--- config.mk ---
export PLATFORM = sky130hd
export DESIGN_NAME = rotary_encoder_decoder
export DESIGN_NICKNAME = d
export VERILOG_FILES = /design/src/rtl/rotary_encoder_decoder.sv
export SDC_FILE = /design/constraint.sdc
export NUM_CORES = 1
export LEC_CHECK = 0
export ABC_AREA = 1
export BUFFER_PORTS_ARGS = -buffer_cell sky130_fd_sc_hd__buf_2
export CORE_ASPECT_RATIO = 0.7
export CORE_UTILIZATION = 54
export CTS_CLUSTER_DIAMETER = 100
export DETAILED_ROUTE_END_ITERATION = 16
export PLACE_DENSITY = 0.82
export SYNTH_ARGS = -nofsm -noshare
export SYNTH_HDL_FRONTEND = slang
export SYNTH_SLANG_ARGS = --single-unit
--- constraint.sdc ---
create_clock -name clk -period 1.8 [get_ports clk]
set_clock_uncertainty 0.15 [all_clocks]
set_input_delay 0.09 -clock clk [delete_from_list [all_inputs] [get_ports clk]]
set_output_delay 0.09 -clock clk [all_outputs]
set_load 0.02 [all_outputs]
--- src/rtl/rotary_encoder_decoder.sv ---
// rtl/rotary_encoder_decoder.sv - rotary encoder front end: sync, debounce, quadrature decode, position, button
// Clean A/B/BTN levels feed a detent FSM that emits one-cycle left/right pulses.
module rotary_encoder_decoder #(
    parameter int TICK_DIV    = 25000,
    parameter int DEB_SAMPLES = 3,
    parameter int POS_W       = 8
) (
    input  logic                    clk,
    input  logic                    rst,
    input  logic                    enc_a,
    input  logic                    enc_b,
    input  logic                    enc_btn,
    output logic                    left,
    output logic                    right,
    output logic                    btn_press,
    output logic                    btn_level,
    output logic signed [POS_W-1:0] position
);

    localparam int CNT_W = (TICK_DIV > 1) ? $clog2(TICK_DIV) : 1;
    localparam logic signed [POS_W-1:0] POS_MAX = {1'b0, {(POS_W-1){1'b1}}};
    localparam logic signed [POS_W-1:0] POS_MIN = {1'b1, {(POS_W-1){1'b0}}};
    // Bit order {btn, b, a}: encoder pins idle high, button idles low.
    localparam logic [2:0] PIN_IDLE = 3'b011;

    typedef enum logic [2:0] {
        IDLE,
        CW1,
        CW2,
        CW3,
        CCW1,
        CCW2,
        CCW3,
        RESYNC
    } state_t;

    logic [CNT_W-1:0] tick_cnt;
    logic             tick;
    logic [2:0]       pins;
    logic [2:0]       sync1;
    logic [2:0]       sync2;
    logic [2:0]       clean;
    logic [1:0]       ab;
    logic [1:0]       ab_prev;
    logic             btn_prev;
    state_t           state;

    assign pins      = {enc_btn, enc_b, enc_a};
    assign tick      = (tick_cnt == CNT_W'(TICK_DIV - 1));
    assign ab        = {clean[0], clean[1]};
    assign btn_level = clean[2];

    always_ff @(posedge clk) begin
        if (rst) begin
            tick_cnt <= '0;
        end else if (tick) begin
            tick_cnt <= '0;
        end else begin
            tick_cnt <= tick_cnt + CNT_W'(1);
        end
    end

    for (genvar i = 0; i < 3; i++) begin : g_pin
        logic [DEB_SAMPLES-1:0] hist;
        logic [DEB_SAMPLES-1:0] hist_nxt;

        assign hist_nxt = {hist[DEB_SAMPLES-2:0], sync2[i]};

        always_ff @(posedge clk) begin
            if (rst) begin
                sync1[i] <= PIN_IDLE[i];
                sync2[i] <= PIN_IDLE[i];
                hist     <= {DEB_SAMPLES{PIN_IDLE[i]}};
                clean[i] <= PIN_IDLE[i];
            end else begin
                sync1[i] <= pins[i];
                sync2[i] <= sync1[i];
                if (tick) begin
                    hist <= hist_nxt;
                    // Clean level moves only once the whole history agrees.
                    if (hist_nxt == {DEB_SAMPLES{1'b1}}) begin
                        clean[i] <= 1'b1;
                    end else if (hist_nxt == {DEB_SAMPLES{1'b0}}) begin
                        clean[i] <= 1'b0;
                    end
                end
            end
        end
    end

    always_ff @(posedge clk) begin
        if (rst) begin
            state     <= IDLE;
            ab_prev   <= 2'b11;
            btn_prev  <= 1'b0;
            left      <= 1'b0;
            right     <= 1'b0;
            btn_press <= 1'b0;
            position  <= '0;
        end else begin
            left      <= 1'b0;
            right     <= 1'b0;
            btn_press <= clean[2] & ~btn_prev;
            btn_prev  <= clean[2];
            ab_prev   <= ab;
            if (ab != ab_prev) begin
                // RESYNC exits on any update landing on the detent, even a double change.
                if (state == RESYNC) begin
                    if (ab == 2'b11) begin
                        state <= IDLE;
                    end
                end else if (ab == ~ab_prev) begin
                    state <= RESYNC;
                end else begin
                    unique case (state)
                        IDLE: begin
                            if (ab == 2'b01) begin
                                state <= CW1;
                            end else if (ab == 2'b10) begin
                                state <= CCW1;
                            end
                        end
                        CW1: begin
                            if (ab == 2'b00) begin
                                state <= CW2;
                            end else if (ab == 2'b11) begin
                                state <= IDLE;
                            end
                        end
                        CW2: begin
                            if (ab == 2'b10) begin
                                state <= CW3;
                            end else if (ab == 2'b01) begin
                                state <= CW1;
                            end
                        end
                        CW3: begin
                            if (ab == 2'b11) begin
                                state <= IDLE;
                                right <= 1'b1;
                                if (position != POS_MAX) begin
                                    position <= position + POS_W'(1);
                                end
                            end else if (ab == 2'b00) begin
                                state <= CW2;
                            end
                        end
                        CCW1: begin
                            if (ab == 2'b00) begin
                                state <= CCW2;
                            end else if (ab == 2'b11) begin
                                state <= IDLE;
                            end
                        end
                        CCW2: begin
                            if (ab == 2'b01) begin
                                state <= CCW3;
                            end else if (ab == 2'b10) begin
                                state <= CCW1;
                            end
                        end
                        CCW3: begin
                            if (ab == 2'b11) begin
                                state <= IDLE;
                                left  <= 1'b1;
                                if (position != POS_MIN) begin
                                    position <= position - POS_W'(1);
                                end
                            end else if (ab == 2'b00) begin
                                state <= CCW2;
                            end
                        end
                        default: state <= RESYNC;
                    endcase
                end
            end
        end
    end

endmodule

==> results.json <==
{
  "synth_nets": 373,
  "synth_cell_types": 45,
  "ant_nets": 0,
  "end_kind": "flip-flop",
  "cts_buffers": 5,
  "io_buffers": 16,
  "peakVddDrop_v": 0.000595,
  "power.switching_uw": 442,
  "tightest_slew_ps": 383,
  "diodes": 0,
  "coreArea_um2": 4480,
  "postSynth.asyncResetShare": 0,
  "rows": 20,
  "via_per_inst": 5.66,
  "first_pass_iters": 5,
  "postPlaceCellArea_um2": 2870,
  "cts_sinks": 47,
  "cts_tree": "built",
  "clk_latency_ps": 310,
  "fin_cells": 473,
  "gp_congestion": 0.983,
  "rsz0062_at_grt": "true",
  "synth-edff-count": 0,
  "avgSynthCellArea_um2": 7.21,
  "dieArea_um2": 5110,
  "antenna_found_initial": 0,
  "die_height_um": 60.1,
  "pwr_density_cell_nw_per_um2": 556,
  "synth_area_um2": 2600,
  "pwr-share-comb": 0.037,
  "grt_pass1_vias": 2159,
  "max-cap-violations": 0,
  "clockBufferDepth": 2,
  "grt_pass1_wl_mm": 9.65,
  "total_power_uw": 1810,
  "initial_core_util": 0.581,
  "start_kind": "flip-flop",
  "grt_util_all_layers": 0.245,
  "maxSlewViolCount": 0,
  "crit_path_max_fanout": 5,
  "crit_type": "flip-flop to flip-flop",
  "io-pin-count": 17,
  "final_cell_mix": "70 x nand2_1, 40 x dfxtp_1, 39 x inv_1",
  "drcViolationCount": 0,
  "clkTransAtPathRegs_ps": 100,
  "overflow": 0,
  "hold_path.class": "primary input to flip-flop",
  "wirelength_mm": 6.63,
  "utilization": 0.727,
  "drt_iter0_drc": 233,
  "final_common_cell": "nand2_1",
  "yosys_warnings": 0,
  "cts-root-buf": "clkbuf_8",
  "ys.flop_type": "dfxtp_1",
  "ys_ff_latch": 47,
  "p_clk_frac": 0.379,
  "yosysSeqAreaShare": 0.362,
  "relSlewSlack": 0.744,
  "grt_max_degree": 18,
  "finalHoldViolCount": 0,
  "hpwl_mm": 4.56,
  "period_minus_slack_ps": 1780,
  "p_leak_uw": 0.00139,
  "max_freq_mhz": 562,
  "syn_inst": 361,
  "p_int_uw": 1370,
  "dp.cells": 448,
  "finalCritPeriodShare": 0.989,
  "critPathRequiredTime_ps": 1870,
  "setup_viol_count_final": 0,
  "swShare": 0.244,
  "power_frac_seq": 0.584,
  "vias": 2679,
  "drive_above_1_share": 0.292,
  "fin_nets": 429,
  "fp.dieW_um": 85.0,
  "htreeDepth": 2,
  "outcome": "finished, final reports clean",
  "routedWlPerCell_um": 14.0,
  "design_area_um2": 3250,
  "area_growth_pct": 25.0,
  "arrival_ps": 1850
}
==> Yosys cell counts (2+ instances only) <==
library cell / count / area share
o21ai_1: 2 / 0.0038
nand3_2: 3 / 0.012
clkbuf_1: 2 / 0.0029
nor3_1: 8 / 0.015
o21ai_0: 12 / 0.023
or2_2: 5 / 0.012
a31oi_1: 2 / 0.0048
xor2_1: 7 / 0.024
dfxtp_1: 47 / 0.36
o21a_1: 2 / 0.0058
nand2_1: 74 / 0.11
inv_1: 42 / 0.061
nand2_2: 8 / 0.019
a22o_1: 2 / 0.0067
nand3_1: 25 / 0.048
inv_4: 3 / 0.0072
inv_2: 2 / 0.0029
nor2_1: 41 / 0.059
buf_6: 2 / 0.0087
nand3_4: 2 / 0.013
nor2_2: 4 / 0.0096
nand4_1: 10 / 0.024
ha_1: 7 / 0.034
a21oi_1: 23 / 0.044
nor4_1: 5 / 0.012
o211ai_1: 2 / 0.0058
==> sequential cells by signal (all words and copies together), names as in the netlist <==
register,cells
tick_cnt,15
ab,2
g_pin.hist_nxt,3
left,1
sync1,3
position,8
right,1
state,3
btn_press,1
g_pin.hist,6
btn_prev,1
btn_level,1
ab_prev,2
==> area by class of cell <==
type / count / area (um^2)
Timing Repair Buffer: 56 / 418
Clock inverter: 3 / 27.5
Tap cell: 55 / 68.8
Inverter: 49 / 203
Fill cell: 329 / 1220
Sequential cell: 47 / 957
Multi-Input combinational cell: 258 / 1510
Clock buffer: 5 / 68.8
==> logic make-up (layout without fill, tap and decap cells) <==
family / Yosys count / in the layout / synth area share
and+or+nand+nor: 192 / 193 / 0.361
buffers and inverters: 57 / 113 / 0.106
AOI/OAI and AO/OA: 50 / 50 / 0.112
DFF: 47 / 47 / 0.362
xor gates and xnor gates: 8 / 8 / 0.0269
adders and majority gates: 7 / 7 / 0.0337
==> what timing repair did <==
action,4_1_cts,5_1_grt
hold buffers,3,0
endpoints found under the setup margin,5,25
resized for setup,6,32
gates cloned,0,2
buffers inserted,0,12
endpoints found under the hold margin,3,0
pin swaps,1,12
==> power by group through the flow <==
stage               Clock [uW]  Combinational (uW)  Sequential [uW]
floorplan                    0                32.7             1080
global placement             0                51.5             1080
detailed placement           0                56.3             1080
CTS                        697                62.0             1060
global route               735                73.2             1060
finish                     686                66.9             1060
==> through the flow <==
stage / hold WS [ps] / setup WS (ps) / setup TNS, ps
detailed placement: 124 / -29.3 / -44.9
global placement: 125 / 22.8 / 0
finish: 25.4 / 19.6 / 0
global route: 27.5 / -107 / -248
floorplan: 43.8 / 30.4 / 0
CTS: 16.4 / -0.121 / -0.121
==> worst paths after layout <==
check	start	end	slack [ps]	depth (start not counted)
hold / removal	rst	g_pin[2].hist_nxt[0]	30	3
setup reg to reg	state[1]	position[4]	20	15
setup / recovery	state[1]	position[4]	20	15
hold reg to reg	btn_prev	btn_press	250	1
==> per-layer routing <==
metal | vias to the layer above | GRT usage | part of all wire
li1 | 1298 | - | -
met1 | 1255 | 0.341 | 0.47
met2 | 110 | 0.382 | 0.45
met3 | 16 | 0.0470 | 0.071
met4 | 0 | 0.0847 | 0.015
met5 | - | 0 | 0
==> worst max-delay path, cell delays in order, from the launching register on <==
cell	delay [ps]
dfxtp_4	370
buf_12	110
nand3_4	90
nand2_2	90
nand2_1	50
inv_1	50
ha_2	160
inv_2	50
a21oi_4	150
nand2_1	70
nand2_1	70
inv_2	40
nand2_2	40
nand2_1	40
nor2_1	90
nor2_1	50
Power figures use the tool's default switching activity.
